`src/rtl/instruction_fetch.sv`:
```
// Instruction fetch front end: PC register, imem req/ready fetch FSM, field decode, next-PC select.
// Optional branch delay slot behaviour is enabled by defining IFETCH_DELAY_SLOT_EN.
module instruction_fetch #(
    parameter logic [31:0] RESET_PC     = 32'h0000_0000,
    parameter int unsigned WAIT_TIMEOUT = 255
) (
    input  logic        clk,
    input  logic        reset,
    output logic        imem_req,
    output logic [31:0] imem_addr,
    input  logic        imem_ready,
    input  logic [31:0] imem_rdata,
    input  logic        advance,
    input  logic        branch,
    input  logic        zero,
    input  logic        jump,
    input  logic        jal,
    input  logic        jr,
    input  logic [31:0] Da,
    output logic        instr_valid,
    output logic [31:0] instruction,
    output logic [31:0] PC,
    output logic [5:0]  opcode,
    output logic [4:0]  Rs,
    output logic [4:0]  Rt,
    output logic [4:0]  Rd,
    output logic [5:0]  funct,
    output logic [15:0] imm16,
    output logic [25:0] target26,
    output logic        fetch_err
);

    typedef enum logic [1:0] {
        IDLE,
        REQ,
        VALID
    } state_t;

    localparam logic [15:0] TMO = 16'(WAIT_TIMEOUT);

    state_t      state_q;
    state_t      state_d;
    logic [15:0] cnt_q;
    logic [15:0] cnt_nxt;
    logic [31:0] pc_q;
    logic [31:0] instr_q;
    logic        err_q;

    logic [31:0] pc1;
    logic [31:0] br_pc;
    logic [31:0] jmp_pc;
    logic [31:0] jr_pc;
    logic [31:0] next_pc;
    logic [31:0] pc_load;

    always_comb begin
        pc1    = pc_q + 32'd1;
        br_pc  = pc1 + {{16{instr_q[15]}}, instr_q[15:0]};
        jmp_pc = {pc1[31:26], instr_q[25:0]};
        jr_pc  = {2'b00, Da[31:2]};
        if (jr)
            next_pc = jr_pc;
        else if (jump || jal)
            next_pc = jmp_pc;
        else if (branch && zero)
            next_pc = br_pc;
        else
            next_pc = pc1;
    end

`ifdef IFETCH_DELAY_SLOT_EN
    logic        pend_q;
    logic [31:0] pend_pc_q;
    logic        taken;

    assign taken = jr || jump || jal || (branch && zero);

    // A pending target always wins over the delay-slot instruction's own transfer
    always_comb begin
        pc_load = pc1;
        if (pend_q)
            pc_load = pend_pc_q;
    end

    always_ff @(posedge clk or posedge reset) begin
        if (reset) begin
            pend_q    <= 1'b0;
            pend_pc_q <= 32'd0;
        end else if (state_q == VALID && advance) begin
            if (pend_q) begin
                pend_q <= 1'b0;
            end else if (taken) begin
                pend_q    <= 1'b1;
                pend_pc_q <= next_pc;
            end
        end
    end
`else
    assign pc_load = next_pc;
`endif

    assign cnt_nxt = (cnt_q == 16'hFFFF) ? cnt_q : cnt_q + 16'd1;

    always_comb begin
        state_d = state_q;
        case (state_q)
            IDLE:    state_d = REQ;
            REQ:     if (imem_ready) state_d = VALID;
            VALID:   if (advance) state_d = REQ;
            default: state_d = IDLE;
        endcase
    end

    always_ff @(posedge clk or posedge reset) begin
        if (reset) begin
            state_q <= IDLE;
            cnt_q   <= 16'd0;
            pc_q    <= RESET_PC;
            instr_q <= 32'd0;
            err_q   <= 1'b0;
        end else begin
            state_q <= state_d;
            if (state_q == REQ) begin
                if (imem_ready) begin
                    instr_q <= imem_rdata;
                    cnt_q   <= 16'd0;
                end else begin
                    cnt_q <= cnt_nxt;
                    if (cnt_nxt >= TMO)
                        err_q <= 1'b1;
                end
            end
            if (state_q == VALID && advance)
                pc_q <= pc_load;
        end
    end

    assign imem_req    = (state_q == REQ);
    assign imem_addr   = pc_q;
    assign instr_valid = (state_q == VALID);
    assign instruction = instr_q;
    assign PC          = pc_q;
    assign fetch_err   = err_q;
    assign opcode      = instr_q[31:26];
    assign Rs          = instr_q[25:21];
    assign Rt          = instr_q[20:16];
    assign Rd          = instr_q[15:11];
    assign funct       = instr_q[5:0];
    assign imm16       = instr_q[15:0];
    assign target26    = instr_q[25:0];

endmodule

```
`config.mk`:
```
export PLATFORM = sky130hd
export DESIGN_NAME = instruction_fetch
export DESIGN_NICKNAME = d
export VERILOG_FILES = /design/src/rtl/instruction_fetch.sv
export SDC_FILE = /design/constraint.sdc
export NUM_CORES = 1
export LEC_CHECK = 0
export ABC_AREA = 1
export CORE_MARGIN = 4
export CORE_UTILIZATION = 47
export DETAILED_ROUTE_END_ITERATION = 12
export DONT_BUFFER_PORTS = 1
export PLACE_DENSITY = 0.63
export SYNTH_ARGS = -nofsm -noshare
export SYNTH_HDL_FRONTEND = slang
export SYNTH_SLANG_ARGS = --single-unit
```
`constraint.sdc`:
```
create_clock -name clk -period 3.8 [get_ports clk]
set_input_delay 1.14 -clock clk [delete_from_list [all_inputs] [get_ports clk]]
set_output_delay 1.14 -clock clk [all_outputs]
set_load 0.03 [all_outputs]
```
After elaboration in Yosys (flattened, before gate mapping). Index checks and enable logic that the tools add are counted.

Register bits after elaboration: 83. Latch bits: 0. Memory bits (writable): 0. Memory bits (read-only): 0. Bits of input ports: 73. Memories: 0.

Add/subtract/negate cells: 3. Multiply operators: 0. Div/mod/pow operators: 0. $lt $le $gt $ge: 1. Equal/unequal tests: 5. Shifts and indexed selects: 0. Mux-type cells: 8. Bitwise gates (word level): 1. Reductions and logical operators: 7.

Operator list (number): 2-to-1 mux 32 bit (3); adder 32 x 1 -> 32 bit, second input constant (1); adder 32 bit (1); 2-to-1 mux 16 bit (2); adder 16 x 1 -> 16 bit, second input constant (1); == test 16 bit, second input constant (1); >= comparator 16 x 8 -> 1 bit, second input constant (1); one-hot mux 2 bit (3 select lines) (1); 2-to-1 mux 2 bit (2); AND reduction 2 bit (2); AND reduction 3 bit (1); == test 2 x 1 -> 1 bit, second input constant (1); == test 2 bit, second input constant (1); logical AND 1 bit (2); logical NOT 2 bit (1); != test 2 x 1 -> 1 bit, second input constant (1); != test 2 bit, second input constant (1); logical OR 1 bit (1); inverter 1 bit (1).

Logic depth before layout (Yosys ltp).
Word-level depth: 5. Depth in mapped cells: 23. Gate-level depth less buffers: 23.

Least setup slack after synthesis. Ideal clock, no wire load.

Path type: flip-flop to flip-flop. Start point: reg pc_q[1], in the netlist PC[1]. End point: reg pc_q[13], in the netlist PC[13]. Library setup time: 0.119 ns. Arrival time: 2.890 ns. Required time: 3.681 ns. Path slack: 0.791 ns. Stages on the path, launching flop included: 20. Clock period less this slack: 3.009 ns. Cell sequence: dfrtp_1 -> ha_1 -> nand2_1 -> nor2_2 -> nand2_2 -> nor2_4 -> xnor2_1 -> inv_1 -> ha_1 -> nand2_1 -> inv_1 -> a21oi_1 -> nand3_1 -> nand2_1 -> nand2_1 -> or2_2 -> nand3_1 -> nand2_1 -> nand3_1 -> nand2_1.

Longest elaborated chain between the ends: 5.

RTL lines: start, declared (line 45) `logic [31:0] pc_q;`; start signal, assigned (line 134) `pc_q <= pc_load;`; adder 32 x 1 -> 32 bit * (line 57) `pc1 = pc_q + 32'd1;`; adder 32 bit (line 58) `br_pc = pc1 + {{16{instr_q[15]}}, instr_q[15:0]};`; 2-to-1 mux 32 bit * (line 65) `else if (branch && zero)`; 2-to-1 mux 32 bit * (line 63) `else if (jump || jal)`; 2-to-1 mux 32 bit * (line 61) `if (jr)`.

Every way passes the cells marked *; elsewhere a longest branch is shown, timed or not. A chain may end at the register's enable or synchronous reset.

Worst setup path in the final report.
Start point: reg pc_q[0], in the netlist PC[0]. End point: reg pc_q[14], in the netlist PC[14].

The elaborated chain is that of the path after synthesis.

==> impl_metrics.ini <==
[detailed_routing]
antenna_violating_nets_post_route = 0
detail_route.iter0.violations = 620
vias_per_std_cell = 5.373
routed_wl_mm = 28.18
remaining_drc_errors = 0
vias = 8001
post_drt_wl_per_cell_um = 18.92
drt_pass1_iterations = 5

[power_and_ir_drop]
ir_drop_v = 0.0006696
p_total_mw = 9.785
cellLeakagePower_nw = 4.430
power-per-cell-area_mw_per_mm2 = 1130

[synthesis]
synth.ff_latch_count = 83
avgSynthCellArea_um2 = 6.427
synth-main-ff-cell = dfrtp_1
yosysMostFrequentCell = nand2_1
commonest_cells_post_synth = nand2_1, inv_1, nor2_1, buf_4, nand3_1
synth_top_area_share_pct = 24.63
mappedNetlistNets = 1426
yosysWarnings = 0
netlist_top_cells_area = dfrtp_1, nand2_1, buf_4
mappedNetlistArea_mm2 = 0.008432
netlist.top_cell.by_area = dfrtp_1
ys_seq_area_share_pct = 24.63
syn_inst_count = 1312
synth_async_sr_flop_share_pct = 100.0
number_of_flops_mapped_to_enable_cells_by_yosys = 0
netlist_cell_types = 46

[clocking]
clockBufferDepth = 2
clk_latency_ns = 0.35
numCtsBuffers = 9
cts_htree_levels = 3
tritoncts = done
clock-sinks = 83
cts_resized = 0
post-cts-setup-buffer-count = 0
clk_pin_slew_ns = 0.07
cts_root_buf = clkbuf_16
cts_hold_buffers = 0

[timing]
hold_viol = 0
setup_violations = 0
period_minus_slack_ns = 3.404
skew_final_ns = 0.01194
setup_repair_after_global_routing_missed_its_margin = false
worst_hold_slack_ns = 0.5304
slew_limit_fails = 0
fmax_mhz = 293.8
layout_worst_path_cycle_share_pct = 89.57
measured_slew_at_the_worst_slew_check_pin_ns = 0.9716
fin_tns_setup_ns = 0
fin_ws_ns = 0.3963
slew-limit-headroom_pct = 35.23

[placement]
final_weighted_congestion_in_routability_driven_placement = 0.9766
place.detailed.hpwl_mm = 22.78
preCtsSetupSlack_ns = 0.3966
portBuffers = 0

[floorplan]
die-height_um = 141.9
dieArea_mm2 = 0.02015
num_rows = 48
floorplan.die.width_um = 141.9
num_io_pins = 241
initial_core_util_pct = 48.41
core_area_mm2 = 0.01742

[layout]
final_layout_size_suffix_gt1_share_pct = 11.47
final_net_count = 1373
syn2layout_area_growth_pct = 2.671
fillers = 1884
insertedDiodeCount = 0

[global_route]
grt_pass1_vias = 7657
grt.overflow.total = 0
groute.layer.met3.usage_pct = 6.048
global_route_wire_length_before_repair_mm = 43.09
most_used_routing_layer_in_global_routing = met2
maximum_number_of_pins_on_one_net_before_global_route_repair = 46
global_route.usage.met1_pct = 36.40
grtUsageTotal_pct = 27.69
grt.met2_usage_pct = 46.56
antenna_found_initial = 0

[critical_path]
cp-end-kind = flop
path_max_fanout = 5
worst_ep_arrival_time_ns = 3.63
crit_path_start = PC[0]
reg2reg_from = PC[0]
critPathLaunchType = flop
criticalPathCategory = reg2reg
critical_path_required_ns = 4.02

[run_status]
status = complete, no violations

[hold_path]
holdCritStartpoint = state_q[0]
hold_path.class = reg2reg

[run]
drv_cap = 0
[area by class of cell]
class	count	area, µm²	area share [%]
clock buffers	10	229.0	2.645
inverters	164	616.8	7.125
multi-input cells	938	4878	56.35
repair buffers	63	485.5	5.608
clock inverters	6	87.58	1.012
well taps	225	281.5	3.252
flip-flops and latches	83	2078	24.01
[critical path, cell delays in order, from the launching register on]
cell	delay, ns
dfrtp_1	0.40
ha_1	0.25
nand2_1	0.13
nor2_1	0.06
inv_1	0.11
nor2_1	0.13
or2_2	0.29
o21ai_1	0.10
inv_1	0.06
ha_1	0.36
nand2_1	0.15
inv_1	0.05
a21oi_1	0.25
nand3_1	0.23
or2_2	0.33
nand3_1	0.07
nand2_1	0.06
nand3_1	0.18
nand2_1	0.07
[layout by cell type (no fill, tap or decap), drive strengths merged]
cell type  netlist  routed
mux2            26      26
a31oi            2       2
o21bai           2       2
o221ai           2       2
nand3           91      91
nand4           16      16
nor2           136     136
nor3b            3       3
and3             1       1
a21oi           59      59
ha              40      40
inv            162     162
and2             5       5
dfrtp           83      83
o21ai           53      53
nand2          410     410
nor3            23      23
nand3b           7       7
xor2            28      28
a21o             6       6
xnor2            8       8
o22ai            2       2
or2              8       8
buf            106      63
o211ai           5       5
a21boi           3       3
clkbuf          21      10
bufinv           0       2
o31ai            1       1
fa               1       1
clkinv           2       6
[per-layer routing]
layer / vias up / wire length (µm)
li1: 3945 / -
met1: 3702 / 12400
met2: 308 / 13230
met3: 46 / 1910
met4: 0 / 637
met5: - / 0
[through the flow]
| stage | area, µm² | instances | utilization, % |
|---|---|---|---|
| final | 8657 | 1489 | 49.71 |
| after global routing | 8657 | 1489 | 49.71 |
| after CTS | 8657 | 1489 | 49.71 |
| after detailed placement | 8341 | 1473 | 47.89 |
| after global placement | 8341 | 1473 | 47.89 |
| after floorplan | 8432 | 1312 | - |
[cell families after synthesis]
group,after synthesis,share of synthesized area [%]
flops,83,24.63
fa+ha+maj,41,6.173
xor+xnor,36,3.918
compound gates,135,8.726
mux,26,3.472
buf+inv,291,17.57
simple gates,700,35.51
[flip-flops by register name, summed over array words and instances, names as in the netlist]
register	count
PC	32
cnt_q	16
fetch_err	1
instruction	32
state_q	2
[worst paths after layout]
check | cells past startpoint | slack, ns | to
min in group asynchronous | 1 | 0.82 | PC[16]
hold reg to reg | 1 | 0.53 | state_q[0]
max in group asynchronous | 2 | 2.28 | PC[11]
setup reg to reg | 18 | 0.40 | PC[14]
setup / recovery | 18 | 0.40 | PC[14]
hold / removal | 1 | 0.53 | state_q[0]
[power breakdown]
group / internal [mW] / total (mW) / switching, mW
registers: 1.22 / 2.20 / 0.980
clock network: 0.578 / 0.975 / 0.397
logic: 1.97 / 6.61 / 4.64
total: 3.77 / 9.78 / 6.02
Note: power is estimated with default switching activity, not from simulation.
